$ cat src/rtl/alu_seq.sv
// alu_seq: multi-cycle sequencer that drives an external 8-bit ALU for one command at a time.
// Optional feature macro ALU_SEQ_NMOS_FLAGS_EN: decimal ADC/SBC take N/Z from the unadjusted pass-1 sum.
module alu_seq #(
  parameter logic [7:0] DEC_ADJ_ADD = 8'h66,
  parameter logic [7:0] DEC_ADJ_SUB = 8'h9A
) (
  input  logic       clk,
  input  logic       RST,
  input  logic       start,
  input  logic [3:0] cmd,
  input  logic [7:0] a_in,
  input  logic [7:0] m_in,
  input  logic       c_in,
  input  logic       d_flag,
  output logic       busy,
  output logic       done,
  output logic [7:0] result,
  output logic       c_out,
  output logic       n_out,
  output logic       z_out,
  output logic       v_out,
  output logic [7:0] alu_ai,
  output logic [7:0] alu_mi,
  output logic       alu_ci,
  output logic       alu_mem_bi,
  output logic       alu_inv_bi,
  output logic [2:0] alu_op,
  input  logic [7:0] alu_out,
  input  logic       alu_c,
  input  logic       alu_n,
  input  logic       alu_z,
  input  logic       alu_v,
  input  logic       alu_adj_lsd,
  input  logic       alu_adj_msd
);

  localparam logic [2:0] ALU_ADC = 3'd0;
  localparam logic [2:0] ALU_AND = 3'd1;
  localparam logic [2:0] ALU_ORA = 3'd2;
  localparam logic [2:0] ALU_EOR = 3'd3;
  localparam logic [2:0] ALU_ROL = 3'd4;
  localparam logic [2:0] ALU_ROR = 3'd5;
  localparam logic [2:0] ALU_AI  = 3'd6;

  localparam logic [3:0] CMD_ADC = 4'd0;
  localparam logic [3:0] CMD_SBC = 4'd1;
  localparam logic [3:0] CMD_CMP = 4'd2;
  localparam logic [3:0] CMD_AND = 4'd3;
  localparam logic [3:0] CMD_ORA = 4'd4;
  localparam logic [3:0] CMD_EOR = 4'd5;
  localparam logic [3:0] CMD_ASL = 4'd6;
  localparam logic [3:0] CMD_ROL = 4'd7;
  localparam logic [3:0] CMD_LSR = 4'd8;
  localparam logic [3:0] CMD_ROR = 4'd9;
  localparam logic [3:0] CMD_INC = 4'd10;
  localparam logic [3:0] CMD_DEC = 4'd11;

  // Single-digit corrections; the subtract forms are -6 and -0x60 modulo 256.
  localparam logic [7:0] ADJ_ADD_LSD = DEC_ADJ_ADD & 8'h0F;
  localparam logic [7:0] ADJ_ADD_MSD = DEC_ADJ_ADD & 8'hF0;
  localparam logic [7:0] ADJ_SUB_LSD = 8'hFA;
  localparam logic [7:0] ADJ_SUB_MSD = 8'hA0;

  typedef enum logic [1:0] {
    S_IDLE  = 2'd0,
    S_PASS1 = 2'd1,
    S_PASS2 = 2'd2,
    S_DONE  = 2'd3
  } state_t;

  state_t     r_state;
  logic [3:0] r_cmd_lat;
  logic [7:0] r_a_lat;
  logic [7:0] r_m_lat;
  logic       r_c_lat;
  logic       r_d_lat;
  logic [7:0] r_tmp;
  logic       r_tmp_c;
  logic       r_tmp_v;
  logic       r_adj_lsd;
  logic       r_adj_msd;
  logic       r_busy;
  logic       r_done;
  logic [7:0] r_result;
  logic       r_c_flag;
  logic       r_n_flag;
  logic       r_z_flag;
  logic       r_v_flag;

  logic       w_is_nop;
  logic       w_is_dec;
  logic       w_is_sub;
  logic [7:0] w_adj_const;
  logic [2:0] w_op;
  logic [7:0] w_ai;
  logic [7:0] w_mi;
  logic       w_ci;
  logic       w_mem;
  logic       w_inv;

  assign w_is_nop = r_cmd_lat[3] & r_cmd_lat[2];
  assign w_is_sub = (r_cmd_lat == CMD_SBC);
  assign w_is_dec = r_d_lat & ((r_cmd_lat == CMD_ADC) | (r_cmd_lat == CMD_SBC));

  always_comb begin
    w_adj_const = 8'h00;
    case ({r_adj_msd, r_adj_lsd})
      2'b01:   w_adj_const = w_is_sub ? ADJ_SUB_LSD : ADJ_ADD_LSD;
      2'b10:   w_adj_const = w_is_sub ? ADJ_SUB_MSD : ADJ_ADD_MSD;
      2'b11:   w_adj_const = w_is_sub ? DEC_ADJ_SUB : DEC_ADJ_ADD;
      default: w_adj_const = 8'h00;
    endcase
  end

  // ALU drive is decoded from the state and the operand latches only.
  always_comb begin
    w_op  = ALU_AI;
    w_ai  = 8'h00;
    w_mi  = 8'h00;
    w_ci  = 1'b0;
    w_mem = 1'b0;
    w_inv = 1'b0;
    case (r_state)
      S_PASS1: begin
        if (!w_is_nop) begin
          w_ai = r_a_lat;
          w_mi = r_m_lat;
        end
        case (r_cmd_lat)
          CMD_ADC: begin w_op = ALU_ADC; w_mem = 1'b1; w_ci = r_c_lat; end
          CMD_SBC: begin w_op = ALU_ADC; w_mem = 1'b1; w_inv = 1'b1; w_ci = r_c_lat; end
          CMD_CMP: begin w_op = ALU_ADC; w_mem = 1'b1; w_inv = 1'b1; w_ci = 1'b1; end
          CMD_AND: begin w_op = ALU_AND; w_mem = 1'b1; end
          CMD_ORA: begin w_op = ALU_ORA; w_mem = 1'b1; end
          CMD_EOR: begin w_op = ALU_EOR; w_mem = 1'b1; end
          CMD_ASL: begin w_op = ALU_ROL; w_ci = 1'b0; end
          CMD_ROL: begin w_op = ALU_ROL; w_ci = r_c_lat; end
          CMD_LSR: begin w_op = ALU_ROR; w_ci = 1'b0; end
          CMD_ROR: begin w_op = ALU_ROR; w_ci = r_c_lat; end
          CMD_INC: begin w_op = ALU_ADC; w_ai = r_m_lat; w_ci = 1'b1; end
          CMD_DEC: begin w_op = ALU_ADC; w_ai = r_m_lat; w_inv = 1'b1; w_ci = 1'b0; end
          default: w_op = ALU_AI;
        endcase
      end
      S_PASS2: begin
        w_op  = ALU_ADC;
        w_ai  = r_tmp;
        w_mi  = w_adj_const;
        w_mem = 1'b1;
      end
      default: w_op = ALU_AI;
    endcase
  end

  always_ff @(posedge clk or posedge RST) begin
    if (RST) begin
      r_state   <= S_IDLE;
      r_cmd_lat <= 4'd0;
      r_a_lat   <= 8'h00;
      r_m_lat   <= 8'h00;
      r_c_lat   <= 1'b0;
      r_d_lat   <= 1'b0;
      r_tmp     <= 8'h00;
      r_tmp_c   <= 1'b0;
      r_tmp_v   <= 1'b0;
      r_adj_lsd <= 1'b0;
      r_adj_msd <= 1'b0;
      r_busy    <= 1'b0;
      r_done    <= 1'b0;
      r_result  <= 8'h00;
      r_c_flag  <= 1'b0;
      r_n_flag  <= 1'b0;
      r_z_flag  <= 1'b0;
      r_v_flag  <= 1'b0;
    end else begin
      r_done <= 1'b0;
      case (r_state)
        S_IDLE, S_DONE: begin
          if (start) begin
            r_cmd_lat <= cmd;
            r_a_lat   <= a_in;
            r_m_lat   <= m_in;
            r_c_lat   <= c_in;
            r_d_lat   <= d_flag;
            r_busy    <= 1'b1;
            r_state   <= S_PASS1;
          end else begin
            r_state <= S_IDLE;
          end
        end
        S_PASS1: begin
          if (!w_is_nop) begin
            r_tmp     <= alu_out;
            r_tmp_c   <= alu_c;
            r_tmp_v   <= alu_v;
            r_adj_lsd <= alu_adj_lsd;
            r_adj_msd <= alu_adj_msd;
          end
          if (w_is_dec) begin
            r_state <= S_PASS2;
          end else begin
            r_state <= S_DONE;
            r_busy  <= 1'b0;
            r_done  <= 1'b1;
            case (r_cmd_lat)
              CMD_ADC, CMD_SBC: begin
                r_result <= alu_out;
                r_c_flag <= alu_c;
                r_n_flag <= alu_n;
                r_z_flag <= alu_z;
                r_v_flag <= alu_v;
              end
              CMD_CMP: begin
                r_c_flag <= alu_c;
                r_n_flag <= alu_n;
                r_z_flag <= alu_z;
              end
              CMD_ASL, CMD_ROL, CMD_LSR, CMD_ROR: begin
                r_result <= alu_out;
                r_c_flag <= alu_c;
                r_n_flag <= alu_n;
                r_z_flag <= alu_z;
              end
              CMD_AND, CMD_ORA, CMD_EOR, CMD_INC, CMD_DEC: begin
                r_result <= alu_out;
                r_n_flag <= alu_n;
                r_z_flag <= alu_z;
              end
              default: ;
            endcase
          end
        end
        S_PASS2: begin
          r_state  <= S_DONE;
          r_busy   <= 1'b0;
          r_done   <= 1'b1;
          r_result <= alu_out;
          // Decimal add carries out of the tens digit; decimal subtract keeps the binary borrow.
          r_c_flag <= w_is_sub ? r_tmp_c : r_adj_msd;
          r_v_flag <= r_tmp_v;
`ifdef ALU_SEQ_NMOS_FLAGS_EN
          r_n_flag <= r_tmp[7];
          r_z_flag <= (r_tmp == 8'h00);
`else
          r_n_flag <= alu_n;
          r_z_flag <= alu_z;
`endif
        end
        default: r_state <= S_IDLE;
      endcase
    end
  end

  assign busy       = r_busy;
  assign done       = r_done;
  assign result     = r_result;
  assign c_out      = r_c_flag;
  assign n_out      = r_n_flag;
  assign z_out      = r_z_flag;
  assign v_out      = r_v_flag;
  assign alu_op     = w_op;
  assign alu_ai     = w_ai;
  assign alu_mi     = w_mi;
  assign alu_ci     = w_ci;
  assign alu_mem_bi = w_mem;
  assign alu_inv_bi = w_inv;

endmodule
$ cat config.mk
export PLATFORM = sky130hd
export DESIGN_NAME = alu_seq
export DESIGN_NICKNAME = d
export VERILOG_FILES = /design/src/rtl/alu_seq.sv
export SDC_FILE = /design/constraint.sdc
export NUM_CORES = 1
export LEC_CHECK = 0
export CAP_MARGIN = 5
export CELL_PAD_IN_SITES_DETAIL_PLACEMENT = 0
export CELL_PAD_IN_SITES_GLOBAL_PLACEMENT = 1
export CORE_UTILIZATION = 25
export DETAILED_ROUTE_END_ITERATION = 10
export PLACE_DENSITY_LB_ADDON = 0.1
export SLEW_MARGIN = 20
export SYNTH_ARGS = -nofsm -noshare
export SYNTH_HDL_FRONTEND = slang
export SYNTH_SLANG_ARGS = --single-unit
export TNS_END_PERCENT = 100
$ cat constraint.sdc
create_clock -name clk -period 2.7 [get_ports clk]
set_input_delay 0.27 -clock clk [delete_from_list [all_inputs] [get_ports clk]]
set_output_delay 0.27 -clock clk [all_outputs]
set_load 0.03 [all_outputs]
==> results of run 1 <==
## sequential cells by signal, indices dropped and copies added, names as in the netlist
name       cells
busy           1
c_out          1
done           1
n_out          1
r_a_lat        8
r_adj_lsd      1
r_adj_msd      1
r_c_lat        1
r_cmd_lat      4
r_d_lat        1
r_m_lat        8
r_state        2
r_tmp          8
r_tmp_c        1
r_tmp_v        1
result         8
v_out          1
z_out          1
## timing repair
item,CTS,global route
buffers inserted,0,0
endpoints found under the hold margin,0,0
endpoints found under the setup margin,13,10
gates resized for setup,7,4
## power breakdown
part,switching (mW),internal (mW)
Clock,0.265,0.371
Combinational,1.62,1.45
Sequential,0.312,1.15
## through the flow
| stage | area (sq um) | setup WS (ns) | total power, mW |
|---|---|---|---|
| after floorplan | 2540 | 0.343 | 3.44 |
| after global placement | 3490 | 0.260 | 4.58 |
| after detailed placement | 3490 | 0.209 | 4.59 |
| after CTS | 3630 | 0.00411 | 5.22 |
| after global routing | 3640 | 0.0196 | 5.54 |
| final | 3640 | 0.157 | 5.16 |
## worst max-delay path by stage
stage / from / to / slack [ns] / cells past startpoint
final: r_state[1] / alu_ci / 0.16 / 6
after global routing: r_state[0] / alu_ai[5] / 0.02 / 6
after CTS: r_state[0] / alu_mi[0] / 0.004 / 7
after detailed placement: r_cmd_lat[1] / alu_ai[2] / 0.21 / 5
after global placement: r_cmd_lat[1] / alu_mi[6] / 0.26 / 5
after floorplan: r_state[0] / alu_mi[7] / 0.34 / 7
## metal layers
metal / share of wire / track usage / wire, microns
met4: 0.0045 / 0.0325 / 31
met5: 0 / 0 / 0
met2: 0.44 / 0.218 / 3020
met3: 0.044 / 0.0251 / 299
met1: 0.51 / 0.201 / 3470
## cell usage after synthesis (all sizes together) (2+ instances only)
cell type,number,area (sq um)
a21boi,2,15.0
a21o,3,22.5
a21oi,19,95.1
a22o,9,78.8
a31oi,3,18.8
and3,8,50.1
buf,5,22.5
clkbuf,10,37.5
clkinv,2,7.51
dfrtp,50,1250
ha,2,25.0
inv,6,22.5
mux2,47,529
nand2,13,48.8
nand2b,3,18.8
nand3,5,25.0
nor2,6,22.5
nor2b,5,31.3
o21ai,5,36.3
o2bb2ai,7,61.3
or4b,3,30.0
xor2,2,17.5
## critical path: cells and delay by family (launching register included)
family,cells,cell delay (ns)
buffers and inverters,3,1.00
AOI/OAI and AO/OA,1,0.26
adders and majority gates,1,0.24
DFF,1,0.39
and+or+nand+nor,1,0.08
## placed cells by master (no fill, tap or decap), types with 6 or more instances in the layout
cell type / instances
o2bb2ai_1: 7
and3_1: 8
dfrtp_1: 49
clkdlybuf4s50_1: 64
mux2_2: 47
a21oi_1: 19
nand2_1: 13
buf_4: 16
a22o_1: 9
nor2_1: 6
## cells by family after synthesis
group	after synthesis	synth area share
fa+ha+maj	2	0.00986
xor+xnor	3	0.0104
flops	50	0.493
buf+inv	23	0.0355
simple gates	47	0.100
mux	47	0.209
compound gates	52	0.143
## area by class of cell
cell class,instances,area [sq um]
clock inverter,3,68.8
multi-input combinational,151,1200
timing repair buffer,88,850
clock buffer,5,68.8
inverter,8,35.0
fill,1066,6180
tap,133,166
sequential,50,1250
==> out/results.ini, run 1 <==
[status]
status=complete, no violations

[critical_path]
startpoint_type=flop
rr_worst_depth=6
cp_max_fo=11
critPathMaxStageDelay_ns=0.73
crit_slowest_cell=clkdlybuf4s50_1
cp_cell_sequence=inv_1, ha_1, buf_4, nand2b_1, o32ai_1, clkdlybuf4s50_1
r2r_start=r_state[1]
arrival_ns=2.27
worstPathRequired_ns=2.43
r2r_slack_ns=0.49
worstSetupEndpointType=output pin
r2r-end=result[7]
crit_type=flop to output pin

[sta]
clock_skew_ns=0.00902
tightest_slew_ns=0.518
slew_headroom=0.654
fmax_ghz=0.393
finalHoldWorstSlack_ns=0.309
setup_viol=0
rsz0062_at_grt=false
drv_slew=0
finalCritPeriodShare=0.942
fin_setup_tns_ns=0
period_minus_slack_ns=2.54
hold_violations=0

[global_routing]
grt_pass1_wl_microns=11200
grt_usage=0.140
first_global_vias=2062
gr-total-overflow=0
antenna_found_initial=0
grt_max_degree=29

[synthesis]
synth_edf_count=0
ys_types=33
syn-num-nets=265
syn_avg_cell_area_sq_um=11.3
yosysWarnings=0
synth_flop_cell=dfrtp_1
yosys_register_bits=50
synth_cells=224
ys_seq_area_frac=0.493
synthesis.area_sq_um=2540
async_reset_ff_frac=1.00

[pwr]
p_leak_nw=1.57
p_per_area_nw_per_um2=1420
vdd_drop_max_uv=478

[cts]
clk_pin_slew_worst_paths_ns=0.10
clk_latency_ns=0.31
cts_root_buf=clkbuf_8
cts.sinks=50
cts_hold_buf=0
cts_buffers=5
ctsHtreeMaxLevel=2
clock_path_buffers=2
cts_tree=built

[finish]
diodes=0
fin_nets=345
final_util=0.371
syn_to_final_growth_pct=43.5
layout.cells.non_filler=438
drive_gt1_frac=0.259

[hold_path]
hp-class=primary input to asynchronous set/reset pin

[placed_design]
hpwl_microns=5140
placedCellCount=430
routabilityCongestion=0.720
io_buffers=74

[die]
start_util=0.258
die_y_microns=103
die_w_microns=103
rows=36
coreArea_sq_um=9820
pin_count=75
die_area_sq_um=10600

[drt]
via_per_inst=4.59
route.detailed.drc=0
postRouteAntennaNets=0
drtIter0Drc=54
wl_per_cell_microns=15.6
vias=2009
wl_microns=6820
dr.pass1.iters=4

[flow_run]
maxCapViolations=0

(Power assumes the default switching activity.)
==> run 2, diff against run 1 <==
- ABC_AREA: unset -> 0
==> results of run 2 <==
Final layout, timing and power as in run 1 (identical DEF).
